===== src/rtl/whack_input_receiver.sv =====
// whack_input_receiver: debounces 16 switches into hit/miss events over valid/ready with saturating totals
module whack_input_receiver #(
  parameter int DEBOUNCE_CYCLES = 1_000_000,
  parameter int TICK_W = 20
) (
  input  logic        clock_i,
  input  logic        reset_i,
  input  logic [15:0] switches_i,
  input  logic [15:0] moles_i,
  input  logic        enable_i,
  output logic        event_valid_o,
  input  logic        event_ready_i,
  output logic [3:0]  event_index_o,
  output logic        event_hit_o,
  output logic [15:0] hits_o,
  output logic [15:0] misses_o
);
  typedef enum logic {IDLE, PRESENT} state_t;
  state_t state, state_next;
  logic [15:0] sync1, sync2, samp, db, db_next, pend, pend_next, chg, clr;
  logic [TICK_W-1:0] tick_cnt;
  logic [3:0] pick;
  logic tick, primed, take, accept;
  always_ff @(posedge clock_i) begin
    sync1 <= switches_i;
    sync2 <= sync1;
  end
  assign tick = tick_cnt == TICK_W'(DEBOUNCE_CYCLES - 1);
  // A bit settles only when two consecutive tick samples agree
  assign db_next = !tick ? db : !primed ? sync2 : (db & (sync2 ^ samp)) | (sync2 & ~(sync2 ^ samp));
  assign chg = primed ? db_next ^ db : '0;
  always_comb begin
    pick = '0;
    for (int i = 15; i >= 0; i--) if (pend[i]) pick = 4'(i);
  end
  assign take = state == IDLE && pend != '0;
  assign accept = state == PRESENT && event_ready_i;
  assign clr = take ? 16'(1) << pick : '0;
  // A toggle landing on the cycle its bit is taken survives as a new event
  assign pend_next = enable_i ? (pend & ~clr) | chg : '0;
  always_comb state_next = take ? PRESENT : accept ? IDLE : state;
  assign event_valid_o = state == PRESENT;
  always_ff @(posedge clock_i) begin
    if (!reset_i) begin
      state <= IDLE;
      tick_cnt <= '0;
      samp <= '0;
      db <= '0;
      primed <= 1'b0;
      pend <= '0;
      event_index_o <= '0;
      event_hit_o <= 1'b0;
      hits_o <= '0;
      misses_o <= '0;
    end else begin
      state <= state_next;
      tick_cnt <= tick ? '0 : tick_cnt + 1'b1;
      if (tick) samp <= sync2;
      if (tick) primed <= 1'b1;
      db <= db_next;
      pend <= pend_next;
      if (take) event_index_o <= pick;
      if (take) event_hit_o <= moles_i[pick];
      if (accept && event_hit_o && hits_o != '1) hits_o <= hits_o + 1'b1;
      if (accept && !event_hit_o && misses_o != '1) misses_o <= misses_o + 1'b1;
    end
  end
endmodule


===== config.mk =====
export PLATFORM = sky130hd
export DESIGN_NAME = whack_input_receiver
export DESIGN_NICKNAME = d
export VERILOG_FILES = /design/src/rtl/whack_input_receiver.sv
export SDC_FILE = /design/constraint.sdc
export NUM_CORES = 1
export LEC_CHECK = 0
export CAP_MARGIN = 15
export CELL_PAD_IN_SITES_DETAIL_PLACEMENT = 0
export CELL_PAD_IN_SITES_GLOBAL_PLACEMENT = 1
export CORE_MARGIN = 2
export CORE_UTILIZATION = 42
export DETAILED_ROUTE_END_ITERATION = 16
export DONT_BUFFER_PORTS = 1
export PLACE_DENSITY_LB_ADDON = 0.2
export SYNTH_ARGS = -nofsm -noshare
export SYNTH_HDL_FRONTEND = slang
export SYNTH_SLANG_ARGS = --single-unit

===== constraint.sdc =====
create_clock -name clock_i -period 2 [get_ports clock_i]
set_input_delay 0.4 -clock clock_i [delete_from_list [all_inputs] [get_ports clock_i]]
set_output_delay 0.4 -clock clock_i [all_outputs]
set_load 0.02 [all_outputs]

==> metrics.yaml, run 1 <==
run_status:
  status: "finished with violations"
  violations: "setup timing"
cts:
  cts_tree: "yes"
  htree_levels: 4
  clock_latency_ps: 420
  clock_path_buffers: 2
  clock-sinks: 139
  path_clk_slew_ps: 60
  cts_buffers: 17
  cts-root-buf: "clkbuf_16"
final_layout:
  multi_input_area_um2: 3230
  antenna_cells: 0
  syn2layout_area_growth_pct: 33.4
  fillers: 1223
  final_area_um2: 7880
  drive_gt1_share_pct: 23.8
  nets: 865
  postLayoutCoreUtil_pct: 57.0
  seq_area_um2: 2800
critical_path:
  arrival_ps: 2370
  worstSetupPathType: "reg -> reg"
  path_max_fanout: 7
  endpoint_kind: "flip-flop"
  required_ps: 2340
  worstSetupStartpointType: "flip-flop"
  ff2ff_setup_slack_ps: -30
  rr_worst_depth: 7
logic_synthesis:
  ys_warn_count: 0
  yosys_register_bits: 139
  yosysUniqueCellTypes: 57
  postSynth.asyncResetShare_pct: 0
  syn_nets: 760
  synth_ff_type: "dfxtp_1"
  seq_area_frac_synth_pct: 47.1
  netlist_instances: 721
  syn-cell-area_um2: 5910
  synth-edff-count: 0
  syn_avg_cell_area_um2: 8.19
timing:
  grt_setup_unrepaired: "yes"
  fin_worst_skew_ps: 5.91
  period_share_pct: 101
  finalHoldViolations: 0
  tns_ps: -56.6
  max_slew_margin_pct: 63.7
  whs_ps: 103
  setup_ws_ps: -29.6
  period_minus_slack_ps: 2030
  setup_viol: 3
  worst_pin_slew_ps: 543
  drv_slew: 0
  fmax_mhz: 493
grt:
  grt_pass1_vias: 5341
  groute.usage.overall_pct: 21.2
  gr-total-overflow: 0
  antenna_found_initial: 0
  grt_pass1_wl_um: 24900
  grt_start_max_net_pins: 35
detailed_routing:
  drt-total-wl_um: 15100
  routedWlPerCell_um: 14.8
  vias_per_cell: 5.28
  vias: 5376
  ant_nets: 0
  first_pass_iters: 5
  drt_first_iter_violations: 210
  drc: 0
hold_path:
  min_path_type: "in -> reg"
  min_path_cells: 1
floorplan:
  fp.dieW_um: 123
  fp.coreArea_um2: 13800
  io-pin-count: 74
  rows: 43
  start_util_pct: 42.7
  die_y_um: 123
  dieArea_um2: 15000
power_and_ir_drop:
  ir_drop_mv: 0.651
  power.total_w: 0.00628
  power_density_nw_per_um2: 797
  p_leak_nw: 2.91
placed_design:
  hpwl_um: 10500
  gp_congestion: 0.905
  numPortBuffers: 0
  postPlaceCellArea_um2: 6760
job:
  cap_violations: 0
==> where the power goes <==
part           switching (W)  internal, W  leakage, nW
Sequential         0.0000325      0.00281         1.14
Clock                0.00122      0.00212        0.299
Combinational      0.0000490    0.0000461         1.48
Total                0.00130      0.00497         2.91
==> cells in the mapped netlist, drive strengths merged (4+ instances only) <==
master / count / area share (%)
nand2b: 5 / 0.53
xnor2: 21 / 3.1
buf: 6 / 0.51
and2: 13 / 1.4
and3: 6 / 0.64
a21oi: 45 / 3.8
nand4: 15 / 1.6
inv: 13 / 0.83
or3: 11 / 1.2
nand2: 150 / 9.5
o21ai: 55 / 4.7
clkbuf: 21 / 1.3
nand3: 22 / 1.9
nor4b: 4 / 0.59
nor3: 7 / 0.59
nor4: 9 / 1.3
xor2: 20 / 3.0
nor2: 78 / 5.0
a31oi: 17 / 1.8
dfxtp: 139 / 47
a22o: 16 / 2.4
==> registers in the layout, summed over array words and instances (netlist names), 4 cells and up <==
| register | flops |
|---|---|
| tick_cnt | 20 |
| db | 16 |
| hits_o | 16 |
| misses_o | 16 |
| pend | 16 |
| samp | 16 |
| sync1 | 16 |
| sync2 | 16 |
| event_index_o | 4 |
==> final timing paths <==
kind               startpoint    endpoint
hold / removal        reset_i  hits_o[15]
hold reg to reg      sync1[7]    sync2[7]
setup / recovery  tick_cnt[8]      db[12]
setup reg to reg  tick_cnt[8]      db[12]
==> stage by stage <==
stage	std cells	setup WS, ps
floorplan	721	-97.4
global placement	964	-51.4
detailed placement	964	-67.5
CTS	1018	2.22
global route	1019	-120
finish	1019	-29.6
==> worst max-delay path, stage by stage (launching register included) <==
cell and delay, ps:
dfxtp_2 320, or4b_4 540, nor4_4 320, buf_6 170
and2b_2 220, buf_8 160, o21ai_2 60, a31oi_1 180
==> cell type report <==
class / instances / area share, %
Multi-Input combinational cell: 541 / 40.9
Tap cell: 180 / 2.86
Inverter: 14 / 0.667
Clock buffer: 18 / 5.57
Clock inverter: 14 / 2.45
Sequential cell: 139 / 35.6
Timing Repair Buffer: 113 / 11.9
==> layer usage <==
metal	wire (µm)	GRT usage, %
met1	6580	24.7
met2	7390	36.5
met3	923	6.64
met4	220	7.90
met5	0	0
==> kinds of logic (layout without fill, tap and decap cells) <==
group | count (synthesis) | in the layout | share of synthesized area [%]
flops | 139 | 139 | 47.1
mux | 5 | 5 | 0.889
simple gates | 333 | 333 | 26.0
buf+inv | 41 | 159 | 2.73
fa+ha+maj | 3 | 3 | 0.635
compound gates | 159 | 159 | 16.5
xor+xnor | 41 | 41 | 6.08
==> repair_timing <==
item,4_1_cts,5_1_grt
hold buffers,16,0
resized for setup,25,67
endpoints found under the setup margin,27,41
buffers inserted,5,3
gates cloned,1,0
endpoints found under the hold margin,16,0
pin swaps,7,32
==> placed cells by master, fill, tap and decap left out, types with 13 or more instances in the layout <==
cell type and instances:
a21oi_1 43, a22o_1 16, a31oi_1 16, buf_4 89
clkbuf_16 17, dfxtp_1 126, dlygate4sd3_1 16, inv_1 13
nand2_1 148, nand3_1 20, nand4_1 15, nor2_1 75
o21ai_0 30, o21ai_2 13, xnor2_1 21, xor2_1 20
No activity file was read; power rests on OpenSTA's default activity.
==> run 2: changes to the inputs <==
- CORE_MARGIN: 2 -> default
==> run 2 against run 1 <==
Effect of this change: the flow still finishes with violations (setup timing); count of clock-buffer cells in the layout up 6; hold slack better by 4.1 ps; register-to-register slack about the same; critical path depth down 1; worst setup slack worse by 11 ps; clock power up 1%; clock skew up 1.2 ps; wire length up 0.11%; sequential share of layout area down 0.24 points; total power up 0.94%; die area down 3.2%; critical path type unchanged.
==> metrics.yaml, run 2 (same netlist as run 1, synthesis figures left out) <==
run_status:
  status: "finished with violations"
  violations: "setup timing"
timing:
  drv_slew: 0
  worst_pin_slew_ps: 699
  fmax_mhz: 490
  period_share_pct: 102
  tns_ps: -40.1
  grt_setup_unrepaired: "yes"
  whs_ps: 107
  fin_worst_skew_ps: 7.16
  period_minus_slack_ps: 2040
  setup_viol: 1
  finalHoldViolations: 0
  setup_ws_ps: -40.1
  max_slew_margin_pct: 53.3
critical_path:
  path_max_fanout: 5
  ff2ff_setup_slack_ps: -40
  r2r_end: "event_hit_o"
  slowest_stage: "or3_4"
  rr_worst_depth: 6
  r2r-start: "pend[9]"
  max_stage_delay_ps: 390
  path_delay_family: "simple AND/OR/NAND/NOR gates"
  worstSetupPathType: "reg -> reg"
  arrival_ps: 2330
  endpoint_kind: "flip-flop"
  worstSetupStartpointType: "flip-flop"
  required_ps: 2290
  crit_chain: "or3_4 > or3_4 > a31oi_4 > mux2_4 > o211ai_1 > o211ai_1"
  timing.critical_path.buf_inv: 0
final_layout:
  nets: 859
  layout_commonest_cell: "nand2_1"
  seq_area_um2: 2800
  fin_cells: 1009
  syn2layout_area_growth_pct: 34.2
  largest_reg_flops: 20
  antenna_cells: 0
  fillers: 1220
  largest-register: "tick_cnt"
  final_cell_mix: "nand2_1 (142), dfxtp_1 (128), buf_4 (79)"
  multi_input_area_um2: 3210
  drive_gt1_share_pct: 22.9
grt:
  grt_pass1_vias: 5065
  groute.usage.overall_pct: 21.4
  use_met1_pct: 25.3
  grt_start_max_net_pins: 60
  gr-total-overflow: 0
  gr-usage-met3_pct: 6.56
  grt_pass1_wl_um: 24400
  antenna_found_initial: 0
  busiest_layer: "met2"
  grt.met2_usage_pct: 36.7
cts:
  clock_path_buffers: 2
  clock_latency_ps: 420
  cts-root-buf: "clkbuf_16"
  cts_tree: "yes"
  cts_buffers: 17
  path_clk_slew_ps: 60
  clock-sinks: 139
  htree_levels: 4
hold_path:
  min_path_cells: 1
  min_to: "hits_o[13]"
  worstHoldStart: "reset_i"
  min_path_type: "in -> reg"
detailed_routing:
  vias_per_cell: 5.31
  drt_first_iter_violations: 258
  routedWlPerCell_um: 15.0
  drt-total-wl_um: 15100
  drc: 0
  first_pass_iters: 4
  vias: 5357
  ant_nets: 0
floorplan:
  fp.dieW_um: 121
  start_util_pct: 43.7
  rows: 42
  fp.coreArea_um2: 13500
  die_y_um: 121
  dieArea_um2: 14500
  io-pin-count: 74
placed_design:
  dp_cells: 953
  hpwl_um: 10300
  numPortBuffers: 0
  gp_congestion: 0.848
power_and_ir_drop:
  p_leak_nw: 2.92
  ir_drop_mv: 0.790
  power_density_nw_per_um2: 799
job:
  cap_violations: 0
run 2: cell count changes in the layout (fill, tap and decap cells not counted), moves of 3 or more:
cell and change:
a21oi_2 +7, buf_4 -10, buf_12 +5, buf_6 -3
clkbuf_8 +6, o21ai_0 +7, nand2_2 +5, nand2_1 -6
a21oi_1 -7, dfxtp_2 -3, o21ai_2 -10
run 2: timing repair:
item,CTS,global route
endpoints found under the setup margin,11,53
buffers inserted,2,3
gates cloned,1,2
pin swaps,4,35
hold endpoints to repair,16,0
gates resized for setup,19,67
hold buffers,16,0
run 2: cell type report:
| class | count | area share, % |
|---|---|---|
| inverter | 14 | 0.663 |
| tap | 176 | 2.78 |
| timing repair buffer | 107 | 12.5 |
| clock buffer | 24 | 6.58 |
| multi-input combinational | 541 | 40.5 |
| sequential | 139 | 35.4 |
| clock inverter | 8 | 1.61 |
run 2: stage by stage:
stage                     util, %  instance area [µm²]  setup slack, ps  power [W]
after floorplan                 -                 5960            -97.4    0.00294
after global placement       49.8                 6730            -93.6    0.00297
after detailed placement     49.8                 6730             -101    0.00297
after CTS                    56.7                 7650            -63.1    0.00639
after global routing         58.7                 7930             -116    0.00657
final                        58.7                 7930            -40.1    0.00634
run 2: per-layer routing:
layer | part of all wire (%) | routed length (µm) | up-vias
met1 | 45 | 6790 | 2524
met3 | 4.9 | 738 | 8
met4 | 0.81 | 123 | 0
li1 | - | - | 2713
met5 | 0 | 0 | -
met2 | 49 | 7480 | 112
run 2: power by group:
group / switching (W) / total [W] / internal (W)
sequential: 0.0000328 / 0.00284 / 0.00281
combinational: 0.0000515 / 0.000103 / 0.0000516
clock: 0.00119 / 0.00339 / 0.00220
run 2: worst max path at each step:
stage          slack (ps)    startpoint  depth (start not counted)     endpoint
3_5_place_dp         -100       pend[9]                          6  event_hit_o
6_report              -40       pend[9]                          6  event_hit_o
2_1_floorplan        -100  misses_o[10]                          7  misses_o[9]
5_1_grt              -120       pend[9]                          6  event_hit_o
4_1_cts               -60       pend[9]                          6  event_hit_o
3_3_place_gp          -90      pend[11]                          8  event_hit_o
run 2: worst reg2reg max path, cell delays in order (launching register included):
cell	delay, ps
dfxtp_2	340
or3_4	390
or3_4	360
a31oi_4	230
mux2_4	330
o211ai_1	170
o211ai_1	100
